--- config.mk ---
export PLATFORM = sky130hd
export DESIGN_NAME = pc_fetch_ctrl
export DESIGN_NICKNAME = d
export VERILOG_FILES = /design/src/rtl/pc_fetch_ctrl.sv
export SDC_FILE = /design/constraint.sdc
export NUM_CORES = 1
export LEC_CHECK = 0
export CELL_PAD_IN_SITES_DETAIL_PLACEMENT = 0
export CELL_PAD_IN_SITES_GLOBAL_PLACEMENT = 1
export CORE_MARGIN = 2
export CORE_UTILIZATION = 33
export DETAILED_ROUTE_END_ITERATION = 8
export PLACE_DENSITY = 0.95
export SYNTH_ARGS = -nofsm -noshare
export SYNTH_HDL_FRONTEND = slang
export SYNTH_SLANG_ARGS = --single-unit
--- constraint.sdc ---
create_clock -name i_clk -period 4.7 [get_ports i_clk]
set_input_delay 0.705 -clock i_clk [delete_from_list [all_inputs] [get_ports i_clk]]
set_output_delay 0.705 -clock i_clk [all_outputs]
set_load 0.02 [all_outputs]
--- src/rtl/pc_fetch_ctrl.sv ---
// Instruction fetch controller: issues imem requests, holds the IF/ID register, handles redirects.
// Latency: a request ack is accepted combinationally (pc_en in that cycle); IF/ID loads at the next edge.
// Backpressure: decode stall blocks new requests; an issued request is held until ack, and is drained after a redirect.
module pc_fetch_ctrl #(
  parameter int DATA_W = 32,
  parameter int CNT_W  = 16
) (
  input  logic              i_clk,
  input  logic              i_rst,
  input  logic [31:0]       i_pc,
  output logic              o_pc_en,
  output logic [31:0]       o_pc_next,
  input  logic              i_redirect,
  input  logic [31:0]       i_redirect_pc,
  input  logic              i_stall,
  output logic              o_imem_req,
  output logic [31:0]       o_imem_addr,
  input  logic              i_imem_ack,
  input  logic [DATA_W-1:0] i_imem_rdata,
  output logic              o_if_valid,
  output logic [DATA_W-1:0] o_if_instr,
  output logic [31:0]       o_if_pc,
  output logic              o_misalign,
  output logic [CNT_W-1:0]  o_fetch_cnt
);

  typedef enum logic [1:0] {
    S_BOOT  = 2'd0,
    S_FETCH = 2'd1,
    S_DRAIN = 2'd2
  } state_t;

  state_t      state;
  logic        req_active;
  logic [31:0] addr_q;

  logic in_fetch;
  logic in_drain;
  logic ack_seen;
  logic redirect_fire;
  logic accept;

  // Request/PC-update decode; reset forces the outward strobes low.
  always_comb begin
    in_fetch      = (state == S_FETCH);
    in_drain      = (state == S_DRAIN);
    o_imem_req    = !i_rst && (in_drain ||
                    (in_fetch && (req_active || !o_if_valid || !i_stall)));
    o_imem_addr   = req_active ? addr_q : i_pc;
    ack_seen      = o_imem_req && i_imem_ack;
    redirect_fire = !i_rst && i_redirect && (in_fetch || in_drain);
    accept        = in_fetch && ack_seen && !i_redirect;
    o_pc_en       = redirect_fire || accept;
    o_pc_next     = redirect_fire ? {i_redirect_pc[31:2], 2'b00}
                                  : o_imem_addr + 32'd4;
    o_misalign    = redirect_fire && (i_redirect_pc[1:0] != 2'b00);
  end

  // Fetch FSM together with the outstanding-request tracker and IF/ID register.
  always_ff @(posedge i_clk) begin
    if (i_rst) begin
      state       <= S_BOOT;
      req_active  <= 1'b0;
      addr_q      <= 32'd0;
      o_if_valid  <= 1'b0;
      o_if_instr  <= '0;
      o_if_pc     <= 32'd0;
      o_fetch_cnt <= '0;
    end else begin
      case (state)
        S_BOOT: begin
          state <= S_FETCH;
        end
        S_FETCH: begin
          if (i_redirect) begin
            o_if_valid <= 1'b0;
            // A request already on the bus without its ack must be drained,
            // otherwise its late ack would be taken as the redirect target's data.
            if (o_imem_req && !i_imem_ack) begin
              state      <= S_DRAIN;
              req_active <= 1'b1;
              addr_q     <= o_imem_addr;
            end else begin
              req_active <= 1'b0;
            end
          end else if (accept) begin
            req_active  <= 1'b0;
            o_if_valid  <= 1'b1;
            o_if_instr  <= i_imem_rdata;
            o_if_pc     <= o_imem_addr;
            o_fetch_cnt <= o_fetch_cnt + 1'b1;
          end else begin
            if (o_imem_req) begin
              req_active <= 1'b1;
              addr_q     <= o_imem_addr;
            end
            if (o_if_valid && !i_stall) begin
              o_if_valid <= 1'b0;
            end
          end
        end
        S_DRAIN: begin
          if (i_redirect) begin
            o_if_valid <= 1'b0;
          end else if (i_imem_ack) begin
            req_active <= 1'b0;
            state      <= S_FETCH;
          end
        end
        default: begin
          state <= S_BOOT;
        end
      endcase
    end
  end

endmodule
## Yosys cells after proc, flatten, opt, wreduce, memory -nomap -nowiden

Cells that the tools add are included.

| word-level totals | value |
|---|---|
| register bits after elaboration | 116 |
| bits of input ports | 101 |
| output and inout port bits | 148 |
| word-level logic and storage cells | 73 |

| cells by class | value |
|---|---|
| $add $sub $neg | 2 |
| eq/ne operators | 11 |
| muxes and demuxes | 23 |
| bitwise logic cells | 1 |
| reduce and logical (&&, ||, !) cells | 29 |

Operators by type and width:

| operator | count |
|---|---|
| two-way mux 32 bit | 6 |
| adder 32 x 3 -> 32 bit, second input constant | 1 |
| adder 16 x 1 -> 16 bit, second input constant | 1 |
| AND reduction 4 bit | 3 |
| logical AND 1 bit | 10 |
| two-way mux 1 bit | 10 |
| inequality test 2 bit, second input constant | 5 |
| two-way mux 2 bit | 4 |
| case mux 2 bit (3 select lines) | 1 |
| AND reduction 3 bit | 2 |
| nonzero test 2 bit | 3 |
| zero test 1 bit | 5 |
| logical OR 1 bit | 5 |
| inequality test 2 x 1 -> 1 bit, second input constant | 2 |
| inequality test 4 x 2 -> 1 bit, second input constant | 1 |
| inequality test 4 x 3 -> 1 bit, second input constant | 1 |
| case mux 1 bit (2 select lines) | 2 |
| == test 2 x 1 -> 1 bit, second input constant | 1 |
| == test 2 bit, second input constant | 1 |
| zero test 2 bit | 1 |
| inverter 1 bit | 1 |

## Logic depth before layout (Yosys ltp)

Gate-level depths: netlist (run 1).

| depth | value |
|---|---|
| word-level depth | 12 |
| depth in mapped cells | 11 |

## Worst setup path after synthesis (run 1)

No wires, ideal clock.

| path | value |
|---|---|
| path type | flip-flop to output port |
| start | register req_active |
| end | output o_pc_next[20] |
| arrival | 2.856 ns |
| data required time | 3.995 ns |
| path slack | 1.139 ns |
| cell stages (with the launch flop) | 12 |
| buffers on the path | 5 |
| cell sequence | dfxtp_1 > buf_6 > buf_6 > buf_8 > buf_2 > mux2_2 > ha_1 > o211a_4 > and4_1 > buf_4 > and3_1 > o31ai_1 |

| on the way | value |
|---|---|
| cells in the longest elaborated chain, start to end | 3 |

RTL lines:

| element | RTL line | RTL |
|---|---|---|
| start: declaration | 34 | `logic req_active;` |
| start signal: assignment | 63 | `req_active <= 1'b0;` |
| start signal: assignment | 81 | `req_active <= 1'b1;` |
| start signal: assignment | 84 | `req_active <= 1'b0;` |
| two-way mux 32 bit | 49 | `o_imem_addr = req_active ? addr_q : i_pc;` |
| net o_imem_addr[2] | 17 | `output logic [31:0] o_imem_addr,` |
| adder 32 x 3 -> 32 bit | 55 | `: o_imem_addr + 32'd4;` |
| two-way mux 32 bit | 54 | `o_pc_next = redirect_fire ? {i_redirect_pc[31:2], 2'b00}` |
| end: declaration | 12 | `output logic [31:0] o_pc_next,` |

The timed path passes the listed nets, and every way through them passes these cells.

## Worst setup path in the final report (run 1)

| path | value |
|---|---|
| start | register req_active |
| end | output o_pc_next[30] |

| on the way | value |
|---|---|
| cells in the longest elaborated chain, start to end | 3 |

RTL lines:

| element | RTL line |
|---|---|
| two-way mux 32 bit | 49 |
| adder 32 x 3 -> 32 bit | 55 |
| two-way mux 32 bit | 54 |

Every way passes these cells.

==> out/metrics.yaml, run 1 <==
pwr:
  power_density_nw_per_um2: 344
  power_leakage_uw: 0.00319
  ir_drop_uv: 244
timing:
  tns_ps: 0
  rsz0062_at_grt: "no"
  period_share_pct: 92.7
  skew_ps: 6.51
  slew-limit-headroom_pct: 38.1
  worst_pin_slew_ps: 929
  min_period_ps: 4360
  max_freq_mhz: 230
  setup_viol: 0
  hold_viol_final: 0
  report.final.slew_viol_count: 0
cells_and_area:
  post_route_cells_drive_above_1_share_pct: 8.12
  final_core_util_pct: 51.2
  n_antenna_cell: 0
  final_nets: 1079
  syn2layout_area_growth_pct: 53.8
synthesis:
  syn-num-nets: 851
  synth_area_um2: 5930
  synthXorXnorAreaFrac_pct: 3.55
  async_flop_share_pct: 0
  synth_seq_area_share_pct: 39.2
  ys_warn_count: 0
  synthSimpleGateAreaFrac_pct: 26.2
  syn_avg_cell_area_um2: 7.95
  synthMuxAreaShare_pct: 5.95
  ys_seq_elements: 116
  synth_top_family_by_area: "simple AND/OR/NAND/NOR gates"
  synth_flop_cell: "dfxtp_1"
  synth_edf_count: 0
  synth-adder-area-share_pct: 1.06
  synthDistinctLibCells: 65
  synth_compound_area_share_pct: 17.6
  syn_inst: 745
run:
  cap_violations: 0
global_routing:
  track_usage_pct: 20.0
  grt_pass1_vias: 5716
  overflow: 0
  antenna_found_initial: 0
  grt_max_degree: 88
  grt_pass1_wl_um: 30900
floorplan:
  rows: 49
  die_h_um: 138
  start_util_pct: 33.3
  die-area_um2: 19000
  ios: 249
  die_w_um: 138
  core_um2: 17800
detailed_routing:
  drt_iter0_markers: 272
  dr_total_vias: 6069
  postRouteAntennaNets: 0
  firstDrtPassIters: 4
  wl_per_cell_um: 16.1
  drc: 0
  vias_per_cell: 5.00
  wl_um: 19500
placed_design:
  io_buffer_count: 248
  place_congestion: 0.917
  dpl.hpwl_um: 14100
critical_path:
  worstPathRequired_ps: 3990
  critPathLaunch: "req_active"
  worstPathArrival_ps: 3650
  crit_type: "register to output port"
  r2r_start: "req_active"
  startpoint_type: "register"
  cp_max_fo: 26
  cp-end-kind: "output port"
clock_network:
  clk_latency_ps: 410
  cts_setup_buffers: 0
  cts-root-buf: "clkbuf_16"
  cts_buffer_depth: 2
  cts.sinks: 116
  cts_resized: 0
  cts_tree: "built"
  postCtsHoldBufs: 0
  clkSlewWorstSetupHoldPaths_ps: 60
  htreeDepth: 4
  numCtsBuffers: 17
min_path:
  hold_path.startpoint: "o_if_instr[16]"
  min_path_type: "register to register"
run_status:
  status: "completed"
[cells in the mapped netlist, types with 6 or more instances]
| master | n | share of area (%) |
|---|---|---|
| a21oi_1 | 78 | 6.6 |
| nor2_1 | 98 | 6.2 |
| nor3_1 | 22 | 1.9 |
| o31ai_1 | 12 | 1.5 |
| mux2_2 | 15 | 2.9 |
| or3_1 | 6 | 0.63 |
| mux2i_1 | 12 | 2.0 |
| o21ai_0 | 13 | 1.1 |
| dfxtp_1 | 116 | 39 |
| inv_1 | 25 | 1.6 |
| a211oi_1 | 35 | 4.4 |
| buf_6 | 6 | 1.1 |
| clkbuf_1 | 31 | 2.0 |
| buf_2 | 9 | 0.76 |
| xor2_1 | 10 | 1.5 |
| and3_1 | 10 | 1.1 |
| nand2_1 | 135 | 8.6 |
| xnor2_1 | 14 | 2.1 |
| and4_1 | 6 | 0.89 |
| nand3_1 | 12 | 1.0 |
| nand4_1 | 10 | 1.1 |
[sequential cells by signal (all words and copies together), names as in the netlist]
| name | cells |
|---|---|
| o_if_valid | 1 |
| req_active | 1 |
| o_fetch_cnt | 16 |
| addr_q | 32 |
| state | 2 |
| o_if_pc | 32 |
| o_if_instr | 32 |
[logic make-up after synthesis]
group,Yosys count
xor+xnor,24
fa+ha+maj,5
compound gates,160
flops,116
buf+inv,77
simple gates,332
mux,31
[per-stage QoR]
step           hold WS, ps  power [µW]  worst slack, ps  instance area (µm²)  cells
2_1_floorplan          433        1480             1140                 5930    745
3_3_place_gp           441        1840              687                 8520   1183
3_5_place_dp           447        1850              625                 8520   1183
4_1_cts                453        3170              303                 9110   1214
5_1_grt                467        3270             65.9                 9110   1214
6_report               452        3140              344                 9110   1214
[report_power, final]
group	internal [µW]	switching [µW]	total, µW
clock	857	458	1310
sequential	1010	32.3	1050
combinational	368	409	777
total	2240	899	3140
[final cells by class]
| type | instances | area [µm²] |
|---|---|---|
| flip-flops and latches | 116 | 2320 |
| inverters | 25 | 93.8 |
| clock buffers | 22 | 464 |
| well taps | 229 | 287 |
| clock inverters | 9 | 129 |
| repair buffers | 261 | 2580 |
| multi-input cells | 552 | 3240 |
| fillers | 1736 | 8670 |
[cell usage in the layout (no fill, tap or decap), types with 10 or more instances in the layout]
master / n
a211oi_1: 35
a21oi_1: 78
and3_1: 10
buf_4: 14
clkbuf_16: 17
clkdlybuf4s50_1: 247
dfxtp_1: 115
inv_1: 25
mux2_2: 15
mux2i_1: 12
nand2_1: 134
nand3_1: 12
nand4_1: 10
nor2_1: 98
nor3_1: 22
o21ai_0: 13
o31ai_1: 12
xnor2_1: 14
xor2_1: 10
[routing by layer]
metal / track usage (%) / part of all wire (%)
met4: 5.85 / 1.3
met5: 0 / 0
met1: 24.8 / 44
met2: 33.6 / 48
met3: 6.23 / 6.3
[worst max-delay path, stage by stage (launching register included)]
cell and delay, ps:
dfxtp_2 820, buf_4 380, mux2_2 430, o211a_4 200
and4_1 340, and3_1 230, o31ai_1 190, clkdlybuf4s50_1 640
[worst paths after layout]
kind                            depth (start not counted)  slack (ps)              to
worst min register to register                          2         450  o_if_instr[16]
worst max-delay path                                    7         340   o_pc_next[30]
worst max register to register                          5        2200  o_fetch_cnt[7]
worst min-delay path                                    2         450  o_if_instr[16]
Note: power is estimated with default switching activity, not from simulation.
==> run 2, diff against run 1 <==
--- a/config.mk
+++ b/config.mk
@@ -11,6 +11,7 @@
 export CORE_UTILIZATION = 33
 export DETAILED_ROUTE_END_ITERATION = 8
 export PLACE_DENSITY = 0.95
+export SLEW_MARGIN = 30
 export SYNTH_ARGS = -nofsm -noshare
 export SYNTH_HDL_FRONTEND = slang
 export SYNTH_SLANG_ARGS = --single-unit
==> out/metrics.yaml, run 2 (same netlist as run 1, synthesis figures left out) <==
critical_path:
  cp-end-kind: "output port"  # unchanged
  crit_type: "register to output port"  # unchanged
  reg2reg_slack_ps: 2320  # was 2200 ps
  r2r_start: "req_active"  # unchanged
  critPathMaxStageDelay_ps: 810  # was 820 ps
  slowest_stage: "dfxtp_2"  # unchanged
  cp.depth: 7  # unchanged
  worstPathRequired_ps: 3990  # about the same
  r2r_end: "o_fetch_cnt[4]"  # was o_fetch_cnt[7]
  critPathBufInv: 2  # unchanged
  cp_max_fo: 26  # unchanged
  critPathLaunch: "req_active"  # unchanged
  cp_cell_sequence: "buf_4, mux2_2, o211a_4, and4_1, and3_1, o31ai_1, clkdlybuf4s50_1"  # unchanged
  critPathTopFamily: "buffers and inverters"  # unchanged
  startpoint_type: "register"  # unchanged
  reg2regPathDepth: 6  # was 5
  worstPathArrival_ps: 3640  # was 3650 ps
  critPathCapture: "o_pc_next[30]"  # unchanged
detailed_routing:
  dr_total_vias: 6039  # was 6069
  drc: 0  # unchanged
  firstDrtPassIters: 4  # unchanged
  drt_iter0_markers: 304  # was 272
  vias_per_cell: 4.97  # was 5.00
  wl_per_cell_um: 16.1  # about the same
  postRouteAntennaNets: 0  # unchanged
  wl_um: 19600  # was 19500 µm
cells_and_area:
  reg.largest.list: "addr_q: 32 flops, o_if_instr: 32 flops, o_if_pc: 32 flops"  # unchanged
  mostFrequentLayoutCells: "clkdlybuf4s50_1 (247), nand2_1 (134), dfxtp_1 (115)"  # unchanged
  final_nets: 1080  # was 1079
  post_route_cells_drive_above_1_share_pct: 8.22  # was 8.12%
  layout_commonest_cell: "clkdlybuf4s50_1"  # unchanged
  syn2layout_area_growth_pct: 54.1  # was 53.8%
  layout.cells.non_filler: 1215  # was 1214
  n_antenna_cell: 0  # unchanged
clock_network:
  clkSlewWorstSetupHoldPaths_ps: 50  # was 60 ps
  numCtsBuffers: 17  # unchanged
  cts.sinks: 116  # unchanged
  cts_buffer_depth: 2  # unchanged
  htreeDepth: 4  # unchanged
  cts_setup_buffers: 0  # unchanged
  clk_latency_ps: 410  # about the same
  postCtsHoldBufs: 0  # unchanged
  cts-root-buf: "clkbuf_16"  # unchanged
  cts_tree: "built"  # unchanged
  cts_resized: 0  # unchanged
min_path:
  min_path_type: "register to register"  # unchanged
  hold_path.startpoint: "o_if_instr[11]"  # was o_if_instr[16]
global_routing:
  grt_pass1_wl_um: 30900  # unchanged
  busiest_layer: "met2"  # unchanged
  grt_max_degree: 88  # unchanged
  met1_usage_pct: 24.8  # unchanged
  track_usage_pct: 20.0  # unchanged
  met2_usage_pct: 33.6  # unchanged
  use_met3_pct: 6.23  # unchanged
  overflow: 0  # unchanged
  grt_pass1_vias: 5716  # unchanged
  antenna_found_initial: 0  # unchanged
timing:
  min_period_ps: 4350  # was 4360 ps
  hold_viol_final: 0  # unchanged
  rsz0062_at_grt: "no"  # unchanged
  skew_ps: 7.95  # was 6.51 ps
  report.final.slew_viol_count: 0  # unchanged
  setup_viol: 0  # unchanged
  max_freq_mhz: 230  # about the same
  tns_ps: 0  # unchanged
  slew-limit-headroom_pct: 49.8  # was 38.1%
  period_share_pct: 92.5  # was 92.7%
  worst_pin_slew_ps: 753  # was 929 ps
placed_design:
  place_congestion: 0.917  # unchanged
  place_inst: 1183  # unchanged
  dpl.hpwl_um: 14100  # unchanged
  io_buffer_count: 248  # unchanged
pwr:
  power.internal_uw: 2240  # about the same
  p_comb_share_pct: 24.8  # about the same
  power_density_nw_per_um2: 343  # was 344 nW/µm²
  finalPower_uw: 3140  # about the same
  power_leakage_uw: 0.00319  # about the same
  p_sw_uw: 897  # was 899 µW
  seqPwrFrac_pct: 33.3  # about the same
  ir_drop_uv: 243  # was 244 µV
  pwr-share-clk_pct: 41.8  # was 41.9%
  switching_share_pct: 28.6  # was 28.7%
run_status:
  status: "completed"  # unchanged
run:
  cap_violations: 0  # unchanged
floorplan:
  die_h_um: 138  # unchanged
  core_um2: 17800  # unchanged
  die_w_um: 138  # unchanged
  die-area_um2: 19000  # unchanged
  rows: 49  # unchanged
  ios: 249  # unchanged
  start_util_pct: 33.3  # unchanged
-- run 2: stage by stage --
stage / setup slack, ps / cell area [µm²] / hold slack (ps) / util, %
3_5_place_dp: 625 / 8520 / 447 / 47.9
5_1_grt: 65.9 / 9130 / 467 / 51.4
2_1_floorplan: 1140 / 5930 / 433 / -
6_report: 353 / 9130 / 452 / 51.4
3_3_place_gp: 687 / 8520 / 441 / 47.9
4_1_cts: 303 / 9110 / 453 / 51.2
-- run 2: per-layer routing --
| metal | part of all wire [%] | vias to the layer above |
|---|---|---|
| met5 | 0 | - |
| met4 | 1.2 | 0 |
| met3 | 6.4 | 16 |
| met2 | 48 | 205 |
| met1 | 44 | 2765 |
| li1 | - | 3053 |
-- run 2: tightest hold or removal path: stages (launching register included) --
cell and delay [ps]:
dfxtp_1 300, nand2_1 50, a21oi_1 50
-- run 2: power groups by stage --
stage / combinational, µW / clock (µW) / sequential, µW
2_1_floorplan: 407 / 0 / 1070
3_3_place_gp: 775 / 0 / 1070
3_5_place_dp: 779 / 0 / 1070
4_1_cts: 782 / 1340 / 1050
5_1_grt: 827 / 1400 / 1050
6_report: 778 / 1310 / 1050
-- run 2: worst min path at each step --
| stage | depth (start not counted) | to | slack [ps] |
|---|---|---|---|
| finish | 2 | o_if_instr[11] | 450 |
| global route | 2 | o_if_instr[1] | 470 |
| CTS | 2 | o_if_instr[19] | 450 |
| detailed placement | 2 | o_if_instr[19] | 450 |
| global placement | 2 | o_if_instr[11] | 440 |
| floorplan | 2 | addr_q[30] | 430 |
-- run 2: final cells by class --
type	count	area (µm²)
sequential	116	2320
timing repair buffer	262	2600
fill	1734	8650
clock buffer	22	464
tap	229	287
clock inverter	9	129
multi-input combinational	552	3240
inverter	25	93.8
